<file path="src/rtl/mem_access_unit.sv">
// Memory-access stage: byte-serial loads/stores on an 8-bit synchronous RAM port.
// Optional misaligned-access trap enabled by defining MEMACC_MISALIGN_TRAP_EN.

`ifndef MEM_ACCESS_UNIT_OPS
`define MEM_ACCESS_UNIT_OPS
`define AluOpBus   7:0
`define ALU_NOP_OP 8'h00
`define ALU_ADD_OP 8'h20
`define ALU_LB_OP  8'he0
`define ALU_LH_OP  8'he1
`define ALU_LW_OP  8'he3
`define ALU_LBU_OP 8'he4
`define ALU_LHU_OP 8'he5
`define ALU_SB_OP  8'he8
`define ALU_SH_OP  8'he9
`define ALU_SW_OP  8'heb
`endif

module mem_access_unit #(
   parameter int unsigned ADDR_W = 17
) (
   input  logic              clk,
   input  logic              rst,
   input  logic [`AluOpBus]  aluop_i,
   input  logic              wreg_i,
   input  logic [4:0]        waddr_i,
   input  logic [31:0]       alurslt_i,
   input  logic [31:0]       sdata_i,
   input  logic [7:0]        mem_din,
   output logic [ADDR_W-1:0] mem_a,
   output logic [7:0]        mem_dout,
   output logic              mem_wr,
   output logic              stall_req_o,
   output logic              wreg_o,
   output logic [4:0]        waddr_o,
   output logic [31:0]       wdata_o,
   output logic              misalign_o
);

   typedef enum logic [1:0] {IDLE, RD, WR, DONE} state_t;

   state_t            state, state_nxt;
   logic [2:0]        cnt, cnt_nxt;
   logic [`AluOpBus]  op;
   logic [31:0]       addr, sdata, ldata;
   logic [4:0]        waddr;
   logic              wreg;

   function automatic logic is_load(input logic [`AluOpBus] o);
      return (o == `ALU_LB_OP) || (o == `ALU_LH_OP) || (o == `ALU_LW_OP) ||
             (o == `ALU_LBU_OP) || (o == `ALU_LHU_OP);
   endfunction

   function automatic logic is_store(input logic [`AluOpBus] o);
      return (o == `ALU_SB_OP) || (o == `ALU_SH_OP) || (o == `ALU_SW_OP);
   endfunction

   function automatic logic [2:0] op_size(input logic [`AluOpBus] o);
      case (o)
         `ALU_LB_OP, `ALU_LBU_OP, `ALU_SB_OP: return 3'd1;
         `ALU_LH_OP, `ALU_LHU_OP, `ALU_SH_OP: return 3'd2;
         default:                             return 3'd4;
      endcase
   endfunction

   logic       in_load, in_store, in_mis;
   logic [2:0] in_size, size;

   assign in_load  = is_load(aluop_i);
   assign in_store = is_store(aluop_i);
   assign in_size  = op_size(aluop_i);
   assign size     = op_size(op);

`ifdef MEMACC_MISALIGN_TRAP_EN
   assign in_mis = (in_load || in_store) &&
                   (((in_size == 3'd2) && alurslt_i[0]) ||
                    ((in_size == 3'd4) && (alurslt_i[1:0] != 2'b00)));
`else
   assign in_mis = 1'b0;
`endif

   // 32-bit modulo add, then wrap into the RAM address space
   logic [ADDR_W-1:0] addr_k;
   assign addr_k = ADDR_W'(addr + {29'd0, cnt});

   logic [7:0] sbyte;
   always_comb begin
      case (cnt[1:0])
         2'd0:    sbyte = sdata[7:0];
         2'd1:    sbyte = sdata[15:8];
         2'd2:    sbyte = sdata[23:16];
         default: sbyte = sdata[31:24];
      endcase
   end

   logic [31:0] ldata_ext;
   always_comb begin
      case (op)
         `ALU_LB_OP:  ldata_ext = {{24{ldata[7]}}, ldata[7:0]};
         `ALU_LBU_OP: ldata_ext = {24'd0, ldata[7:0]};
         `ALU_LH_OP:  ldata_ext = {{16{ldata[15]}}, ldata[15:0]};
         `ALU_LHU_OP: ldata_ext = {16'd0, ldata[15:0]};
         default:     ldata_ext = ldata;
      endcase
   end

   always_comb begin
      state_nxt   = state;
      cnt_nxt     = cnt;
      mem_a       = '0;
      mem_dout    = '0;
      mem_wr      = 1'b0;
      stall_req_o = 1'b0;
      wreg_o      = 1'b0;
      waddr_o     = '0;
      wdata_o     = '0;
      misalign_o  = 1'b0;
      case (state)
         IDLE: begin
            if (in_mis) begin
               misalign_o = 1'b1;
            end else if (in_load) begin
               mem_a       = alurslt_i[ADDR_W-1:0];
               stall_req_o = 1'b1;
               state_nxt   = RD;
               cnt_nxt     = 3'd1;
            end else if (in_store) begin
               mem_a       = alurslt_i[ADDR_W-1:0];
               mem_dout    = sdata_i[7:0];
               mem_wr      = 1'b1;
               stall_req_o = 1'b1;
               state_nxt   = (in_size == 3'd1) ? DONE : WR;
               cnt_nxt     = 3'd1;
            end else begin
               wreg_o  = wreg_i;
               waddr_o = waddr_i;
               wdata_o = alurslt_i;
            end
         end
         RD: begin
            stall_req_o = 1'b1;
            if (cnt < size) begin
               mem_a   = addr_k;
               cnt_nxt = cnt + 3'd1;
            end else begin
               state_nxt = DONE;
            end
         end
         WR: begin
            stall_req_o = 1'b1;
            mem_a       = addr_k;
            mem_dout    = sbyte;
            mem_wr      = 1'b1;
            if (cnt == size - 3'd1) state_nxt = DONE;
            else                    cnt_nxt   = cnt + 3'd1;
         end
         DONE: begin
            state_nxt = IDLE;
            cnt_nxt   = 3'd0;
            if (is_load(op)) begin
               wreg_o  = wreg;
               waddr_o = waddr;
               wdata_o = ldata_ext;
            end
         end
         default: state_nxt = IDLE;
      endcase
      // reset overrides every output combinationally
      if (rst) begin
         mem_a       = '0;
         mem_dout    = '0;
         mem_wr      = 1'b0;
         stall_req_o = 1'b0;
         wreg_o      = 1'b0;
         waddr_o     = '0;
         wdata_o     = '0;
         misalign_o  = 1'b0;
      end
   end

   always_ff @(posedge clk) begin
      if (rst) begin
         state <= IDLE;
         cnt   <= '0;
         op    <= '0;
         addr  <= '0;
         sdata <= '0;
         waddr <= '0;
         wreg  <= 1'b0;
         ldata <= '0;
      end else begin
         state <= state_nxt;
         cnt   <= cnt_nxt;
         if ((state == IDLE) && !in_mis && (in_load || in_store)) begin
            op    <= aluop_i;
            addr  <= alurslt_i;
            sdata <= sdata_i;
            waddr <= waddr_i;
            wreg  <= wreg_i;
            ldata <= '0;
         end
         if (state == RD) begin
            case (cnt)
               3'd1:    ldata[7:0]   <= mem_din;
               3'd2:    ldata[15:8]  <= mem_din;
               3'd3:    ldata[23:16] <= mem_din;
               3'd4:    ldata[31:24] <= mem_din;
               default: ;
            endcase
         end
      end
   end

endmodule

</file>
<file path="config.mk">
export PLATFORM = sky130hd
export DESIGN_NAME = mem_access_unit
export DESIGN_NICKNAME = d
export VERILOG_FILES = /design/src/rtl/mem_access_unit.sv
export SDC_FILE = /design/constraint.sdc
export NUM_CORES = 1
export LEC_CHECK = 0
export CAP_MARGIN = 5
export CORE_MARGIN = 4
export CORE_UTILIZATION = 48
export CTS_CLUSTER_SIZE = 16
export DETAILED_ROUTE_END_ITERATION = 16
export GPL_TIMING_DRIVEN = 0
export PLACE_DENSITY = 0.81
export SYNTH_ARGS = -nofsm -noshare
export SYNTH_HDL_FRONTEND = slang
export SYNTH_SLANG_ARGS = --single-unit
</file>
<file path="constraint.sdc">
create_clock -name clk -period 4.4 [get_ports clk]
set_clock_uncertainty 0.2 [all_clocks]
set_input_delay 1.1 -clock clk [delete_from_list [all_inputs] [get_ports clk]]
set_output_delay 1.1 -clock clk [all_outputs]
set_load 0.03 [all_outputs]
</file>
Word-level counts from Yosys, hierarchy flattened. Cells that the tools add are included.

Logic and storage cells: 116. Input port bits: 88. Register bits after elaboration: 100. Output and inout bits: 66.

Order comparisons: 1. Add/sub/neg operators: 3. Muxes and demuxes: 52. Reduce and logical (&&, ||, !) cells: 21. Equal/unequal tests: 31.

Operators with widths (count): $mux 32 (6); $pmux 32 s4 (1); $eq 8x8->1 const B (15); $mux 17 (4); $pmux 32 s2 (1); $mux 8 (7); $pmux 17 s3 (1); $pmux 8 s3 (1); $mux 5 (4); $add 17x3->17 (1); $pmux 8 s2 (1); $mux 3 (4); $pmux 3 s2 (2); $pmux 3 s4 (1); $reduce_or 3->1 (4); $logic_or 1x1->1 (11); $mux 1 (10); $pmux 5 s2 (1); $mux 2 (4); $ne 2x2->1 const B (4); $pmux 2 s4 (1); $eq 2x2->1 const B (3); $eq 3x1->1 const B (2); $eq 3x2->1 const B (2); 12 further kinds (17).

Depth between registers and ports, before layout. Gate-level depths: netlist of run 1.

Word-level depth: 10. Gate-level depth with buffers: 13. Gate-level depth less buffers: 12.

Worst setup path before layout of run 1. Ideal clock, no wire load.

Path kind: register -> output. Start point: register op[4]. End point: output port mem_a[11]. Arrival: 2814 ps. Slack: 286 ps. Path buffers: 1. Stages on the path, launching flop included: 14. Data required time: 3100 ps. Path through: dfxtp_1 > nand4b_1 > or2_2 > a21oi_1 > nand2b_1 > ha_1 > nor2_1 > ha_1 > nor2b_1 > o21a_1 > o21bai_1 > nand2b_1 > buf_1 > o2bb2ai_1.

Word-level cells in the longest chain between the ends: 7. Elaborated cells on any way between the ends: 13. Classes of those cells: 1 x order compare; 6 x eq/ne; 4 x mux; 2 x reduce/logical.

RTL lines: from (decl) (line 44) `` logic [`AluOpBus] op; ``; from (signal assigned) (line 195) `op <= aluop_i;`; $eq 8x8->1 (line 59) `case (o)`; $reduce_or 3->1 (line 59); $pmux 3 s2 (*) (line 59); $lt 3x3->1 (*) (line 142) `if (cnt < size) begin`; $mux 17 (*) (line 142); $pmux 17 s3 (*) (line 118) `case (state)`; $mux 17 (*) (line 169) `if (rst) begin`; to (decl) (line 30) `output logic [ADDR_W-1:0] mem_a,`.

Every way passes the cells marked *; elsewhere a longest branch is shown, timed or not.

Worst setup path after layout of run 1.
Start point: input port aluop_i[5]. End point: output port waddr_o[1].

Word-level cells in the longest chain between the ends: 8. Elaborated cells on any way between the ends: 18. Classes of those cells: 8 x eq/ne; 4 x mux; 6 x reduce/logical.

RTL lines: from (decl) (line 24) `` input logic [`AluOpBus] aluop_i, ``; $eq 8x8->1; $logic_or 1x1->1 (4 in a row) (line 50) `` return (o == `ALU_LB_OP) || (o == `ALU_LH_OP) || (o == `ALU_LW_OP) || ``; $mux 5 (*) (line 122) `end else if (in_load) begin`; $pmux 5 s2 (*) (line 118); $mux 5 (*) (line 169); to (decl) (line 35) `output logic [4:0] waddr_o,`.

Marks and branches as above.

==> results of run 1 <==
cell type report:
class | count | share of cell area, %
flip-flops and latches | 100 | 26.4
clock inverters | 5 | 1.12
inverters | 10 | 0.495
repair buffers | 161 | 19.9
plain buffers | 47 | 2.75
clock buffers | 11 | 1.73
multi-input cells | 587 | 45.3
well taps | 140 | 2.31
how the worst max path moves through the flow:
stage / from / end / slack, ps / cells past startpoint
3_5_place_dp: aluop_i[7] / mem_a[10] / -860 / 9
3_3_place_gp: aluop_i[2] / wdata_o[31] / -820 / 8
4_1_cts: aluop_i[2] / stall_req_o / -20 / 8
2_1_floorplan: op[4] / mem_a[11] / 290 / 13
5_1_grt: aluop_i[5] / wdata_o[5] / -90 / 8
6_report: aluop_i[5] / waddr_o[1] / 0.8 / 8
placed cells by master, fill, tap and decap left out, drive strengths merged, types with 2 or more instances in the layout:
| cell | netlist | final |
|---|---|---|
| a211o | 2 | 2 |
| nor2 | 58 | 59 |
| xor2 | 7 | 7 |
| dfxtp | 100 | 100 |
| or3 | 3 | 3 |
| o31ai | 2 | 2 |
| or2 | 3 | 3 |
| a22oi | 23 | 23 |
| a22o | 9 | 9 |
| nor3 | 2 | 2 |
| nand2b | 7 | 8 |
| clkbuf | 44 | 61 |
| nand4 | 5 | 5 |
| clkdlybuf4s50 | 0 | 85 |
| nand3 | 39 | 39 |
| bufinv | 0 | 2 |
| ha | 17 | 17 |
| xnor2 | 9 | 9 |
| nand2 | 200 | 200 |
| nand4b | 2 | 2 |
| inv | 10 | 11 |
| and4b | 1 | 2 |
| or4b | 2 | 2 |
| nor2b | 2 | 2 |
| o21ai | 37 | 37 |
| nor3b | 2 | 2 |
| mux2i | 2 | 2 |
| o2bb2ai | 10 | 10 |
| o21bai | 2 | 2 |
| dlymetal6s2s | 0 | 2 |
| buf | 8 | 44 |
| nor4 | 3 | 3 |
| and3 | 2 | 2 |
| o21a | 3 | 3 |
| a222oi | 8 | 8 |
| dlygate4sd2 | 0 | 8 |
| and2 | 6 | 6 |
| a21oi | 109 | 109 |
| clkdlybuf4s15 | 0 | 19 |
cells in the mapped netlist (all sizes together) (3+ instances only):
cell type,instances,area share [%]
inv,10,0.70
nor4,3,0.35
clkbuf,44,3.1
a22oi,23,3.2
nor2,58,4.1
or2,3,0.35
nand4,5,0.59
and2,6,0.70
a22o,9,1.5
xnor2,9,1.5
a222oi,8,1.5
xor2,7,1.1
or3,3,0.35
a21oi,109,10
nand2b,7,0.82
o21a,3,0.42
dfxtp,100,38
buf,8,0.82
nand3,39,3.7
nand2,200,14
o2bb2ai,10,1.6
ha,17,4.0
o21ai,37,3.5
timing repair:
item,CTS,global route
setup buffers,6,3
resized for setup,266,94
endpoints found under the setup margin,65,62
hold endpoints to repair,0,0
pin swaps,4,18
cloned,2,1
metal layers:
metal / global-route usage, % / wire, um / up-vias
li1: - / - / 2913
met1: 36.2 / 7940 / 2867
met2: 48.0 / 9230 / 348
met3: 5.68 / 1750 / 45
met4: 11.3 / 540 / 0
met5: 0 / 0 / -
worst register-to-register path: cells and delay by family (launching register included):
kind	cells	cell delay [ps]
AO/OA/AOI/OAI	1	140
adder cells (fa/ha/maj)	2	440
flip-flops	1	310
AND/OR/NAND/NOR	7	1710
multiplexers	1	220
cell families after synthesis:
| logic type | after synthesis | synth area share (%) |
|---|---|---|
| adders and majority gates | 18 | 4.36 |
| and+or+nand+nor | 338 | 27.0 |
| xor gates and xnor gates | 16 | 2.63 |
| other | 1 | 0.0703 |
| DFF | 100 | 37.5 |
| AOI/OAI and AO/OA | 209 | 23.4 |
| muxes | 2 | 0.375 |
| buffers and inverters | 62 | 4.62 |
state kept, by name, summed over array words and instances, names as in the netlist:
name,count
addr,17
op,8
cnt,3
ldata,32
sdata,32
waddr,5
state,2
wreg,1
power by group through the flow:
stage,Combinational (uW),Sequential (uW),Clock (uW)
floorplan,159,940,0
global placement,341,941,0
detailed placement,346,942,0
CTS,345,921,647
global route,383,923,686
finish,363,922,647
through the flow:
| step | util, % | power (uW) | cell area [um^2] |
|---|---|---|---|
| after floorplan | - | 1100 | 5340 |
| after global placement | 64.9 | 1280 | 7030 |
| after detailed placement | 64.9 | 1290 | 7030 |
| after CTS | 67.3 | 1910 | 7300 |
| after global routing | 70.0 | 1990 | 7590 |
| final | 70.0 | 1930 | 7590 |
==> results by group, run 1 <==
Clocking
  – Number of buffers added to fix hold violations after cts: 0
  – Maximum level of the CTS H-tree: 3
  – Total clock buffers created by CTS: 9
  – Clock transition at the registers of the reported paths: 90 ps
  – Worst-Skew Late Latency: between 300 and 400 ps
  – CTS Sinks: 100
  – Root Driver: clkbuf_8
  – CTS tree: done
  – Maximum buffer depth of the clock tree: 2

Layout
  – Antenna cells: 0
  – Area delta synth->final: 42.2%
  – Fill cell count: 908
  – Layout Cells excl Fill: about 1100
  – Net count reported at finish: 1022
  – Layout cell share with drive strength beyond 1: 14.1%
  – Total area of sequential cells: about 2000 um^2
  – Area of combinational cells with multiple inputs: between 3000 and 4000 um^2

Route
  – Antenna-violating nets left: 0
  – DRC violation count after routing: 0
  – Initial DRC Count: a little under 500
  – DR vias/cell: roughly 5.8
  – Average wire per standard cell: between 15 and 20 um
  – Total wire length after detailed routing: 19500 um
  – Total vias in the final route: 6173
  – Number of iterations in the first detailed-routing pass: 5

Floorplanning
  – Rows: 38
  – Area enclosed by the die boundary: 12900 um^2
  – Core area: around 11000 um^2
  – Starting density of the core: about half
  – Count of pins on the block boundary: around 150
  – Die H: 113 um
  – Die extent in x: 113 um

Worst setup path
  – Master of the slowest instance on the critical path: clkdlybuf4s50_1
  – Number of cell instances on the worst register-to-register path: 11
  – Sequence of cells on the critical path: clkdlybuf4s50_1 > nand4b_1 > o21ai_2 > nand2_2 > clkbuf_4 > a22oi_1 > nor2_1 > clkdlybuf4s15_2
  – Start-to-end type of the worst setup path: in -> out
  – Maximum fanout along the worst path: 10
  – Top delay family on crit path: buffers and inverters
  – Number of buffers and inverters on the critical path: 3
  – Worst stage delay on the critical path: 460 ps
  – Critical path endpoint category: primary output
  – Reg-to-reg critical path endpoint: cnt[1]
  – Required time at the endpoint of the critical path: between 3000 and 4000 ps
  – R2R setup slack: roughly 1300 ps
  – Critical path data arrival time: between 3000 and 4000 ps
  – Worst reg2reg startpoint: op[4]
  – Setup crit start kind: input pin

Min path
  – Worst hold path depth: 2
  – Hold_sp: sdata[31]
  – Endpoint of the worst hold-timing path: sdata[31]
  – Type of the most critical hold path: reg -> reg

Global route
  – Total Routing Usage GR: between 20 and 30%
  – First-pass GRT wire length: ~30000 um
  – Initial antenna violation count: 0
  – Vias in the first global route: 6018
  – Maximum number of pins on one net before global-route repair: 17
  – Overflow left after global routing: 0

Logic synthesis
  – Synth warnings: 0
  – Most used flip-flop cell after synthesis: dfxtp_1
  – Post-synthesis register bit count: 100
  – Async set-or-reset flop fraction in the synthesized netlist: 0%
  – Cell count after synthesis: 746
  – Synthesized area: roughly 5300 um^2
  – Distinct cells, synth: between 40 and 50
  – Share of the yosys chip area belonging to registers: 37.5%
  – Mapped Avg Cell Area: 7.15 um^2
  – Post-Synthesis Net Count: 852
  – Number of enable flip-flop cells after synthesis: 0

Placement
  – Routability congestion estimate: about 0.9
  – Number of buffers inserted by port buffering: 152
  – Total half-perimeter wirelength after legalization and detailed placement: 14100 um
  – Placed cells: ~1000
  – Post-Place Setup Slack: -855 ps

Power and ir drop
  – Switching portion of total power: 28.1%
  – Net switching power figure: between 500 and 600 uW
  – Power per standard cell area: around 250 nW/um^2
  – Share of total power in sequential cells: between 40% and 50%
  – Internal portion of total power: about 1400 uW
  – Proportion of power drawn by combinational gates: approximately a fifth
  – Static leakage: about 0.0027 uW
  – Part of the power in the clock network: between 30% and 40%
  – Maximum vdd drop: approximately 0.00018 V

Timing
  – Slew HR: about 54%
  – RSZ-0062 raised after global routing: true
  – Slew at the pin closest to its max-slew limit: about 700 ps
  – Number of setup violations in the final report: 0
  – Final-layout worst hold slack: 259 ps
  – Worst setup slack after layout: between 0.8 and 0.9 ps
  – Highest achievable clock rate: around 230 MHz
  – Hold violation count in the final report: 0
  – Setup TNS: 0 ps
  – Fraction of the cycle the final worst path needs: around 100%
  – Clock period minus worst slack: about 4400 ps
  – Final number of max-transition violations: 0

Outcome
  – Status: completed

Flow run
  – Maximum capacitance violations: 0
(Power assumes the default switching activity.)
==> run 2: changes to the inputs <==
--- a/config.mk
+++ b/config.mk
@@ -6,12 +6,15 @@
 export NUM_CORES = 1
 export LEC_CHECK = 0
 export CAP_MARGIN = 5
+export CORE_ASPECT_RATIO = 0.9
 export CORE_MARGIN = 4
 export CORE_UTILIZATION = 48
 export CTS_CLUSTER_SIZE = 16
 export DETAILED_ROUTE_END_ITERATION = 16
 export GPL_TIMING_DRIVEN = 0
 export PLACE_DENSITY = 0.81
+export REMOVE_ABC_BUFFERS = 1
+export SKIP_LAST_GASP = 1
 export SYNTH_ARGS = -nofsm -noshare
 export SYNTH_HDL_FRONTEND = slang
 export SYNTH_SLANG_ARGS = --single-unit
==> results by group, run 2 (synthesized netlist as in run 1, its figures left out) <==
Timing
  – Final number of max-transition violations: 0 (unchanged)
  – Final-layout worst hold slack: 256 ps (-3.25 ps)
  – Hold violation count in the final report: 0 (unchanged)
  – Fraction of the cycle the final worst path needs: 100% (+0.18 points)
  – Worst setup slack after layout: -7.02 ps (-7.87 ps)
  – Number of setup violations in the final report: 1 (+1)
  – Highest achievable clock rate: 227 MHz (-0.18%)
  – RSZ-0062 raised after global routing: true
  – Slew at the pin closest to its max-slew limit: 1090 ps (+393 ps)
  – Setup TNS: -7.02 ps (-7.02 ps)
  – Clock period minus worst slack: 4410 ps (+7.87 ps)
  – Slew HR: 27.3% (-26 points)

Floorplanning
  – Die extent in x: 119 um (+5.0%)
  – Area enclosed by the die boundary: 12900 um^2 (about the same)
  – Core area: 10900 um^2 (+0.14%)
  – Die H: 108 um (-4.8%)
  – Starting density of the core: 49.2% (-0.068 points)
  – Rows: 36 (-5.3%)
  – Count of pins on the block boundary: 154 (unchanged)

Clocking
  – Clock transition at the registers of the reported paths: 70 ps (-20 ps)
  – Worst-Skew Late Latency: 340 ps (-20 ps)
  – Root Driver: clkbuf_16
  – Maximum level of the CTS H-tree: 3 (unchanged)
  – Number of buffers added to fix hold violations after cts: 0 (unchanged)
  – CTS tree: done
  – Maximum buffer depth of the clock tree: 2 (unchanged)
  – CTS Sinks: 100 (unchanged)
  – Total clock buffers created by CTS: 9 (unchanged)

Route
  – Total wire length after detailed routing: 17700 um (-8.9%)
  – Antenna-violating nets left: 0 (unchanged)
  – Total vias in the final route: 6007 (-2.7%)
  – Number of iterations in the first detailed-routing pass: 5 (unchanged)
  – Average wire per standard cell: 17.1 um (-7.0%)
  – DRC violation count after routing: 0 (unchanged)
  – Initial DRC Count: 610 (+26%)
  – DR vias/cell: 5.78 (-0.63%)

Worst setup path
  – Maximum fanout along the worst path: 24 (+14)
  – Required time at the endpoint of the critical path: 3100 ps (about the same)
  – Critical path data arrival time: 3110 ps (about the same)
  – Start-to-end type of the worst setup path: in -> out
  – Setup crit start kind: input pin
  – Critical path endpoint category: primary output

Power and ir drop
  – Static leakage: 0.00286 uW (+4.4%)
  – Power per standard cell area: 269 nW/um^2 (+5.7%)
  – Maximum vdd drop: 0.000209 V (+14%)
  – Total power consumption of the routed design: 2010 uW (+4.3%)

Outcome
  – Status: complete, but fails checks
  – Violated checks: setup timing

Layout
  – Share of the core filled with cells in the final layout: 68.9% (-1.0 points)
  – Antenna cells: 0 (unchanged)
  – Area delta synth->final: 40.2%
  – Most frequent standard cell in the layout excluding fill and tap cells: nand2_1
  – Leading cell types in the layout, fill and taps excluded: nand2_1, a21oi_1, dfxtp_1, clkdlybuf4s50_1, nor2_1
  – Layout cell share with drive strength beyond 1: 12.4% (-1.7 points)
  – Net count reported at finish: 989 (-3.2%)
  – Largest registers in the final layout: ldata x32, sdata x32, addr x17

Global route
  – Maximum number of pins on one net before global-route repair: 84 (+67)
  – Vias in the first global route: 5618 (-6.6%)
  – Initial antenna violation count: 0 (unchanged)
  – Total Routing Usage GR: 25.3% (-3.3 points)
  – Overflow left after global routing: 0 (unchanged)
  – First-pass GRT wire length: 27000 um (-8.7%)

Placement
  – Routability congestion estimate: 0.866 (-3.9%)
  – Number of buffers inserted by port buffering: 152 (unchanged)
  – Post-Place Setup Slack: -1300 ps (-441 ps)
  – Total half-perimeter wirelength after legalization and detailed placement: 11300 um (-20%)

Min path
  – Type of the most critical hold path: reg -> reg

Flow run
  – Maximum capacitance violations: 0 (unchanged)
-- run 2: metrics by stage --
| step | std cells | area [um^2] |
|---|---|---|
| final | 1039 | 7480 |
| after global routing | 1039 | 7480 |
| after CTS | 1030 | 7390 |
| after detailed placement | 1002 | 6920 |
| after global placement | 998 | 6840 |
| after floorplan | 694 | 5130 |
-- run 2: timing repair --
item,in CTS,in global routing
buffers inserted,10,6
setup endpoints to repair,65,64
hold endpoints to repair,0,0
pin swaps,6,7
gates resized for setup,172,68
cloned,3,3
-- run 2: where the power goes --
group          internal (uW)  switching [uW]
Combinational            162             199
Sequential               913            7.79
Clock                    384             349
-- run 2: per-layer routing --
metal	GRT usage [%]	up-vias	part of all wire, %
met1	32.4	2768	42
met4	8.68	0	2.2
met3	5.81	41	9.4
met2	42.1	350	46
li1	-	2848	-
met5	0	-	0
-- run 2: worst max-delay path: stages --
cell and delay (ps):
clkdlybuf4s50_1 500, nand2b_2 290, a21oi_4 280, nand2_8 190, nor2_4 220, o2bb2ai_1 130, clkdlybuf4s15_1 390
-- run 2: final timing paths --
kind / endpoint / start / depth (start not counted) / slack (ps)
max reg2reg: cnt[1] / op[4] / 11 / 1240
max: mem_a[14] / aluop_i[2] / 7 / -7
min: sdata[7] / sdata[7] / 2 / 260
min reg2reg: sdata[7] / sdata[7] / 2 / 260
-- run 2: cell type report --
type                    count  area, um^2
fillers                   899        3370
inverters                  10        37.5
well taps                 152         190
repair buffers            173        1700
multi-input cells         589        3280
clock buffers              10         229
flip-flops and latches    100        2000
clock inverters             5        37.5
==> run 3: changes to the inputs <==
--- a/config.mk
+++ b/config.mk
@@ -15,6 +15,7 @@
 export PLACE_DENSITY = 0.81
 export REMOVE_ABC_BUFFERS = 1
 export SKIP_LAST_GASP = 1
+export SLEW_MARGIN = 20
 export SYNTH_ARGS = -nofsm -noshare
 export SYNTH_HDL_FRONTEND = slang
 export SYNTH_SLANG_ARGS = --single-unit
==> results by group, run 3 (synthesized netlist as in run 1, its figures left out) <==
Route
  – Number of iterations in the first detailed-routing pass: 6 (+1)
  – DRC violation count after routing: 0 (unchanged)
  – DR vias/cell: 5.79 (+0.16%)
  – Average wire per standard cell: 17.5 um (+2.8%)
  – Total vias in the final route: 6092 (+1.4%)
  – Total wire length after detailed routing: 18400 um (+4.1%)
  – Initial DRC Count: 522 (-14%)
  – Antenna-violating nets left: 0 (unchanged)

Placement
  – Total half-perimeter wirelength after legalization and detailed placement: 11600 um (+2.5%)
  – Placed cells: 1003 (+0.10%)
  – Post-Place Setup Slack: -1060 ps (+232 ps)
  – Routability congestion estimate: 0.866 (unchanged)
  – Placed Instance Area: 6940 um^2 (+0.29%)
  – Number of buffers inserted by port buffering: 152 (unchanged)

Worst setup path
  – Setup crit start kind: input pin
  – Master of the slowest instance on the critical path: clkdlybuf4s50_1
  – Critical path endpoint category: primary output
  – Sequence of cells on the critical path: clkdlybuf4s50_1 > nand4b_1 > buf_4 > o21ai_4 > a21oi_4 > buf_8 > a22o_1 > dlygate4sd2_1
  – Required time at the endpoint of the critical path: 3100 ps (about the same)
  – Worst stage delay on the critical path: 410 ps (-90 ps)
  – Critical path data arrival time: 3080 ps (-30 ps)
  – Maximum fanout along the worst path: 20 (-17%)
  – Start-to-end type of the worst setup path: in -> out

Power and ir drop
  – Switching portion of total power: 26.1% (-1.5 points)
  – Maximum vdd drop: 0.000230 V (+10%)
  – Share of total power in sequential cells: 43.3% (-2.4 points)
  – Net switching power figure: 555 uW (-0.18%)
  – Proportion of power drawn by combinational gates: 17.3% (-0.6 points)
  – Static leakage: 0.00298 uW (+4.3%)
  – Power per standard cell area: 278 nW/um^2 (+3.1%)
  – Part of the power in the clock network: 39.4% (+3.0 points)
  – Internal portion of total power: 1570 uW (+7.7%)

Floorplanning
  – Die H: 108 um (unchanged)
  – Die extent in x: 119 um (unchanged)
  – Rows: 36 (unchanged)
  – Starting density of the core: 49.2% (unchanged)
  – Count of pins on the block boundary: 154 (unchanged)
  – Core area: 10900 um^2 (unchanged)
  – Area enclosed by the die boundary: 12900 um^2 (unchanged)

Layout
  – Area of all placed cells without fillers: 7660 um^2 (+2.4%)
  – Fill cell count: 851 (-5.3%)
  – Most frequent standard cell in the layout excluding fill and tap cells: nand2_1
  – Largest registers in the final layout: ldata x32, sdata x32, addr x17
  – Layout cell share with drive strength beyond 1: 14.2% (+1.8 points)
  – Layout Cells excl Fill: 1052 (+1.3%)
  – Leading cell types in the layout, fill and taps excluded: nand2_1, a21oi_1, dfxtp_1, clkdlybuf4s50_1, nor2_1
  – Net count reported at finish: 1000 (+1.1%)
  – Area delta synth->final: 43.5%

Timing
  – Hold violation count in the final report: 0 (unchanged)
  – Final-layout worst hold slack: 254 ps (-1.41 ps)
  – Worst setup slack after layout: 23.3 ps (+30.3 ps)
  – Setup TNS: 0 ps (+7.02 ps)
  – Highest achievable clock rate: 228 MHz (+0.69%)
  – Slew HR: 28.8% (+1.5 points)
  – RSZ-0062 raised after global routing: true
  – Final number of max-transition violations: 0 (unchanged)
  – Slew at the pin closest to its max-slew limit: 1060 ps (-22.7 ps)
  – Number of setup violations in the final report: 0 (-1)
  – Clock period minus worst slack: 4380 ps (-30.3 ps)
  – Fraction of the cycle the final worst path needs: 99.5% (-0.69 points)

Global route
  – Overflow left after global routing: 0 (unchanged)
  – Maximum number of pins on one net before global-route repair: 84 (unchanged)
  – Initial antenna violation count: 1 (+1)
  – Vias in the first global route: 5665 (+0.84%)
  – First-pass GRT wire length: 27600 um (+2.4%)
  – Total Routing Usage GR: 26.1% (+0.85 points)

Clocking
  – Root Driver: clkbuf_16
  – Maximum buffer depth of the clock tree: 2 (unchanged)
  – CTS tree: done
  – Worst-Skew Late Latency: 350 ps (about the same)
  – Clock transition at the registers of the reported paths: 60 ps (about the same)
  – Maximum level of the CTS H-tree: 3 (unchanged)
  – CTS Sinks: 100 (unchanged)
  – Total clock buffers created by CTS: 9 (unchanged)

Outcome
  – Status: completed

Flow run
  – Maximum capacitance violations: 0 (unchanged)

Min path
  – Type of the most critical hold path: reg -> reg
## run 3: worst paths after layout
kind / from / end / cells after the start / slack [ps]
max: aluop_i[4] / wdata_o[12] / 8 / 20
min: sdata[7] / sdata[7] / 2 / 250
max reg2reg: op[4] / cnt[1] / 11 / 1250
min reg2reg: sdata[7] / sdata[7] / 2 / 250
## run 3: routing by layer
| metal | vias to the layer above | GRT usage (%) | share of wire (%) | wire length [um] |
|---|---|---|---|---|
| met4 | 0 | 9.10 | 2.6 | 477 |
| met5 | - | 0 | 0 | 0 |
| met3 | 44 | 7.11 | 9.9 | 1830 |
| met2 | 343 | 44.1 | 47 | 8580 |
| met1 | 2833 | 32.3 | 41 | 7550 |
| li1 | 2872 | - | - | - |
## run 3: cell type report
class,instances,area [um^2],area share [%]
clock buffers,12,267,3.48
diodes,1,2.50,0.0327
well taps,152,190,2.48
flip-flops and latches,100,2000,26.1
repair buffers,183,1810,23.6
clock inverters,4,56.3,0.735
inverters,10,37.5,0.490
multi-input cells,590,3300,43.0
## run 3: critical path: cells and delay by family
kind | cells | cell delay [ps]
AND/OR/NAND/NOR | 1 | 260
AO/OA/AOI/OAI | 3 | 570
buffers and inverters | 4 | 1140
## run 3: timing repair
action / CTS / global route
setup endpoints to repair: 65 / 65
endpoints found under the hold margin: 0 / 0
setup buffers: 8 / 15
gates resized for setup: 190 / 69
gates cloned: 3 / 6
pin swaps: 4 / 5
hold buffers: 0 / 0
## run 3: through the flow
step | power (uW) | util [%]
2_1_floorplan | 1080 | -
4_1_cts | 2110 | 68.6
3_3_place_gp | 1270 | 63.0
5_1_grt | 2190 | 70.6
6_report | 2130 | 70.6
3_5_place_dp | 1280 | 63.9
## run 3: power groups by stage
stage / clock network (uW) / registers [uW] / logic (uW)
floorplan: 0 / 940 / 143
global placement: 0 / 941 / 324
detailed placement: 0 / 942 / 336
CTS: 842 / 921 / 348
global route: 876 / 922 / 391
finish: 837 / 922 / 367
